[config.mk]
export PLATFORM = sky130hd
export DESIGN_NAME = alu_exec_unit
export DESIGN_NICKNAME = d
export VERILOG_FILES = /design/src/rtl/alu_exec_unit.sv
export SDC_FILE = /design/constraint.sdc
export NUM_CORES = 1
export LEC_CHECK = 0
export CORE_ASPECT_RATIO = 1.1
export CORE_MARGIN = 10
export CORE_UTILIZATION = 30
export CTS_CLUSTER_DIAMETER = 120
export DETAILED_ROUTE_END_ITERATION = 10
export PLACE_DENSITY = 0.52
export SETUP_SLACK_MARGIN = 0.1
export SLEW_MARGIN = 20
export SYNTH_ARGS = -nofsm -noshare
export SYNTH_HDL_FRONTEND = slang
export SYNTH_SLANG_ARGS = --single-unit
[constraint.sdc]
create_clock -name clk_i -period 4.6 [get_ports clk_i]
set_input_delay 1.15 -clock clk_i [delete_from_list [all_inputs] [get_ports clk_i]]
set_output_delay 1.15 -clock clk_i [all_outputs]
set_load 0.01 [all_outputs]
[src/rtl/alu_exec_unit.sv]
// ALU execute stage: decodes ALUOp/funct and registers a single-cycle result
// one cycle after issue. MUL runs as an iterative shift-add over WIDTH cycles
// with busy_o held high so the hazard unit can stall the pipeline.
module alu_exec_unit #(
  parameter int WIDTH  = 32,
  parameter bit MUL_EN = 1'b1
) (
  input  logic             clk_i,
  input  logic             rst_i,
  input  logic             start_i,
  input  logic [1:0]       ALUOp_i,
  input  logic [5:0]       funct_i,
  input  logic [WIDTH-1:0] data1_i,
  input  logic [WIDTH-1:0] data2_i,
  output logic             busy_o,
  output logic             valid_o,
  output logic [WIDTH-1:0] data_o,
  output logic             zero_o,
  output logic             illegal_o
);

  localparam int CW = $clog2(WIDTH + 1);

  typedef enum logic {
    S_IDLE,
    S_MUL
  } state_t;

  typedef enum logic [2:0] {
    OP_ADD,
    OP_SUB,
    OP_AND,
    OP_OR,
    OP_SLT,
    OP_MUL,
    OP_ILL
  } op_t;

  state_t           state_q;
  op_t              op;
  logic [WIDTH-1:0] alu_res;
  logic [WIDTH-1:0] acc_q, acc_d;
  logic [WIDTH-1:0] mcand_q, mcand_d;
  logic [WIDTH-1:0] mplier_q, mplier_d;
  logic [CW-1:0]    count_q;
  logic             busy_q;
  logic             valid_q;
  logic [WIDTH-1:0] data_q;
  logic             zero_q;
  logic             illegal_q;

  // Only funct[3:0] selects the operation; the upper bits are ignored.
  logic unused_funct_hi;
  assign unused_funct_hi = ^funct_i[5:4];

  // Decode ALUOp/funct into an internal operation.
  always_comb begin
    op = OP_ILL;
    case (ALUOp_i)
      2'b00, 2'b10: op = OP_ADD;
      2'b01:        op = OP_SUB;
      default: begin
        case (funct_i[3:0])
          4'b0000: op = OP_ADD;
          4'b0010: op = OP_SUB;
          4'b0100: op = OP_AND;
          4'b0101: op = OP_OR;
          4'b1010: op = OP_SLT;
          4'b1000: op = MUL_EN ? OP_MUL : OP_ILL;
          default: op = OP_ILL;
        endcase
      end
    endcase
  end

  // Single-cycle datapath; illegal and MUL produce zero here.
  always_comb begin
    alu_res = '0;
    case (op)
      OP_ADD: alu_res = data1_i + data2_i;
      OP_SUB: alu_res = data1_i - data2_i;
      OP_AND: alu_res = data1_i & data2_i;
      OP_OR:  alu_res = data1_i | data2_i;
      OP_SLT: alu_res = {{(WIDTH-1){1'b0}}, ($signed(data1_i) < $signed(data2_i))};
      default: alu_res = '0;
    endcase
  end

  // One shift-add multiply step, multiplier consumed LSB first.
  always_comb begin
    acc_d    = mplier_q[0] ? (acc_q + mcand_q) : acc_q;
    mcand_d  = mcand_q << 1;
    mplier_d = mplier_q >> 1;
  end

  // Control FSM with registered handshake and result outputs.
  always_ff @(posedge clk_i or posedge rst_i) begin
    if (rst_i) begin
      state_q   <= S_IDLE;
      acc_q     <= '0;
      mcand_q   <= '0;
      mplier_q  <= '0;
      count_q   <= '0;
      busy_q    <= 1'b0;
      valid_q   <= 1'b0;
      data_q    <= '0;
      zero_q    <= 1'b0;
      illegal_q <= 1'b0;
    end else begin
      valid_q <= 1'b0;
      case (state_q)
        S_IDLE: begin
          if (start_i) begin
            if (op == OP_MUL) begin
              acc_q    <= '0;
              mcand_q  <= data1_i;
              mplier_q <= data2_i;
              count_q  <= CW'(WIDTH);
              busy_q   <= 1'b1;
              state_q  <= S_MUL;
            end else begin
              valid_q   <= 1'b1;
              data_q    <= alu_res;
              zero_q    <= (op == OP_ILL) || (alu_res == '0);
              illegal_q <= (op == OP_ILL);
            end
          end
        end
        S_MUL: begin
          acc_q    <= acc_d;
          mcand_q  <= mcand_d;
          mplier_q <= mplier_d;
          count_q  <= count_q - 1'b1;
          // Final step: publish acc_d directly so the product lands with valid_o.
          if (count_q == CW'(1)) begin
            state_q   <= S_IDLE;
            busy_q    <= 1'b0;
            valid_q   <= 1'b1;
            data_q    <= acc_d;
            zero_q    <= (acc_d == '0);
            illegal_q <= 1'b0;
          end
        end
        default: state_q <= S_IDLE;
      endcase
    end
  end

  assign busy_o    = busy_q;
  assign valid_o   = valid_q;
  assign data_o    = data_q;
  assign zero_o    = zero_q;
  assign illegal_o = illegal_q;

endmodule
==> summary.md, run 1 <==
| Metric | Value |
|---|---|
| Max Cap Viol | `0` |
| WP data arrival | `4.79 ns` |
| Core area | `43,500 sq um` |
| Fillers | `roughly 4,400` |
| Cells after Synth | `1,742` |
| Hold-fix buffers, CTS | `0` |
| Period minus WS final | `4.39 ns` |
| Hold_ws | `around 0.48 ns` |
| Cell area power density | `394 nW/um^2` |
| Setup TNS | `0 ns` |
| Slew headroom | `47.0%` |
| Die width | `221 microns` |
| Commonest non-fill, non-tap cells in the layout | `buf_4 (393), nand2_1 (206), a21oi_1 (189)` |
| Mapped Nets | `between 1,500 and 2,000` |
| Syn_area_per_cell | `between 7 and 8 sq um` |
| Final #Nets | `2,394` |
| Slack of the critical path | `0.209 ns` |
| Kind of launch point of the worst setup path | `input pin` |
| Initial Utilization | `around 31%` |
| YS warnings | `0` |
| Fmax | `roughly 230 MHz` |
| Leakage power | `8.82 nW` |
| ANT cells | `0` |
| Sequential-to-total area share from yosys stat | `26.2%` |
| WP data required | `5.00 ns` |
| Final Cycle Share | `95.5%` |
| Drt pass-1 iters | `5` |
| Vias in the first global route | `14,400` |
| CP Buf/Inv Count | `4` |
| Max-slew violation count | `0` |
| Area of the multi-input gates | `9910 sq um` |
| Leading cell type in the layout, fill and taps excluded | `buf_4` |
| Vias after detailed routing | `14,400` |
| Worst vdd ir | `roughly 0.00030 V` |
| Family with the most delay on the worst path | `compound AO/OA/AOI/OAI gates` |
| Tightest Hold Check Type | `reg2reg` |
| Clock sink total | `about 140` |
| Die Y | `about 240 microns` |
| Power Total | `7.58 mW` |
| Register area | `about 3500 sq um` |
| Worst Setup SP | `data2_i[7]` |
| Endpoints failing hold | `0` |
| FP Rows | `80` |
| CTS tree | `built` |
| Status | `complete, no violations` |
| CP max-delay cell | `or4_4` |
| Critical path's largest stage delay | `0.55 ns` |
| Residual DRC | `0` |
| RSZ-0062 raised after global routing | `false` |
| First-pass GRT wire length | `82,000 microns` |
| H-tree depth | `4` |
| Buffers on Ports | `108` |
| Dpl ws | `-0.915 ns` |
| Post-synth EDFFs | `0` |
| Final Setup Violations | `0` |
| Initial antenna violation count | `0` |
| DR iter-0 viols | `1,046` |
| FFs w/ async S/R, synth | `100%` |
| R2R Path Start | `mcand_q[2]` |
| Hpwl dp | `40,700 microns` |
| Final GP Congestion | `between 0.9 and 1` |
| Routed len/inst | `18.9 microns` |
| Drt total wl | `52,200 microns` |
| Worst clock skew | `0.0103 ns` |
| Ys flop type | `dfrtp_1` |
| FF+latch count, synth | `139` |
| DR vias/cell | `around 5.2` |
| Grt ovf | `0` |
| Num CTS Buffers | `17` |
| Fin util | `44.1%` |
| CP Max Fanout | `5` |
| Crit-path cells | `dlygate4sd2_1 > inv_2 > ha_4 > or4_4 > o21bai_4 > o211ai_4 > o31ai_4 > buf_6 > o21ba_2 > a2111o_1 > a21oi_2 > nand4_1 > nor4_4 > buf_4 > nand4b_1 > o32a_1 > nand2_1` |
| Tot GR Track Use | `19.6%` |
| CTS Root Cell | `clkbuf_16` |
| Crit end category | `flip-flop` |
| CTS Buffer Depth | `2` |
| Largest net degree at the start of global routing | `around 100` |
| Ports | `111` |
| Post-route ant nets | `0` |
| Distinct cell type count after synthesis | `84` |
| Share of layout cells above drive strength 1 | `about 29%` |
| Crit Path Class | `in2reg` |
| Die Area | `53,100 sq um` |
| Clock transition at the registers of the reported paths | `0.07 ns` |
| Worst Max-Slew Pin Slew | `0.795 ns` |
| HP Start | `mplier_q[9]` |
| Latest clock arrival within the worst-skew pair | `0.46 ns` |
| Post-synth design cell area | `approximately 13,000 sq um` |
| Area growth, synth to finish | `44.7%` |
cell usage after synthesis (15+ instances only):
cell type	instances	share of area (%)
a211oi_1	19	1.1
a21o_1	20	1.1
a21oi_1	204	7.7
a221o_1	15	1.1
a31oi_1	17	0.80
clkbuf_1	84	2.4
dfrtp_1	139	26
ha_1	144	14
inv_1	102	2.9
mux2_2	18	1.5
mux2i_1	23	1.7
nand2_1	208	5.9
nand3_1	30	1.1
nor2_1	192	5.4
nor3_1	28	1.1
o211ai_1	16	0.90
o21ai_0	150	5.7
o31ai_1	17	0.96
xnor2_1	22	1.5
power by group:
group | internal, mW | leakage, nW | switching, mW | total [mW]
Clock | 0.693 | 0.251 | 0.630 | 1.32
Combinational | 1.85 | 6.79 | 2.28 | 4.14
Sequential | 1.70 | 1.78 | 0.423 | 2.12
Total | 4.25 | 8.82 | 3.33 | 7.58
layer usage:
layer  share of wire [%]  vias up  GRT usage (%)
met1                  48     6897           27.0
met3                 4.3       55           2.25
met2                  46      323           31.4
met4                 2.0        0           5.90
met5                   0        -              0
li1                    -     7133              -
state kept, by name, summed over array words and instances, names as in the netlist:
signal / cells
mcand_q: 32
acc_q: 32
zero_o: 1
count_q: 6
state_q: 1
busy_o: 1
mplier_q: 32
data_o: 32
valid_o: 1
illegal_o: 1
stage by stage:
stage	area, sq um	cells
6_report	19200	2759
3_3_place_gp	17700	2709
4_1_cts	18700	2749
5_1_grt	19200	2759
2_1_floorplan	13300	1742
3_5_place_dp	17700	2709
cell families after synthesis:
family	share of synthesized area, %
AOI/OAI and AO/OA	29.1
and+or+nand+nor	19.5
buffers and inverters	5.92
adders and majority gates	14.0
DFF	26.2
muxes	3.26
xor gates and xnor gates	2.04
worst min-delay path, cell delays in order (launching register included):
cell and delay (ns):
dfrtp_1 0.34, nand2_1 0.05, o21ai_0 0.06
worst paths after layout:
kind,endpoint,slack [ns],depth (start not counted)
max,zero_o,0.21,17
min,mplier_q[8],0.48,2
max reg2reg,zero_o,0.47,13
min reg2reg,mplier_q[8],0.48,2
max in group asynchronous,mplier_q[23],2.89,3
min in group asynchronous,mcand_q[4],1.20,3
layout make-up:
class | count | share of cell area (%)
Sequential cell | 139 | 18.1
Multi-Input combinational cell | 1399 | 51.5
Inverter | 102 | 2.01
Clock buffer | 20 | 2.27
Clock inverter | 12 | 0.488
Timing Repair Buffer | 513 | 21.8
Tap cell | 574 | 3.74
what timing repair did:
item | 4_1_cts | 5_1_grt
cloned | 0 | 0
gates resized for setup | 117 | 120
pin swaps | 32 | 52
buffers inserted | 8 | 10
setup endpoints to repair | 11 | 5
Power figures use the tool's default switching activity.
==> run 2: changes to the inputs <==
- CTS_CLUSTER_SIZE: default -> 20
==> results of run 2 <==
Same layout as run 1: the final DEF is identical, and so are final timing and power.
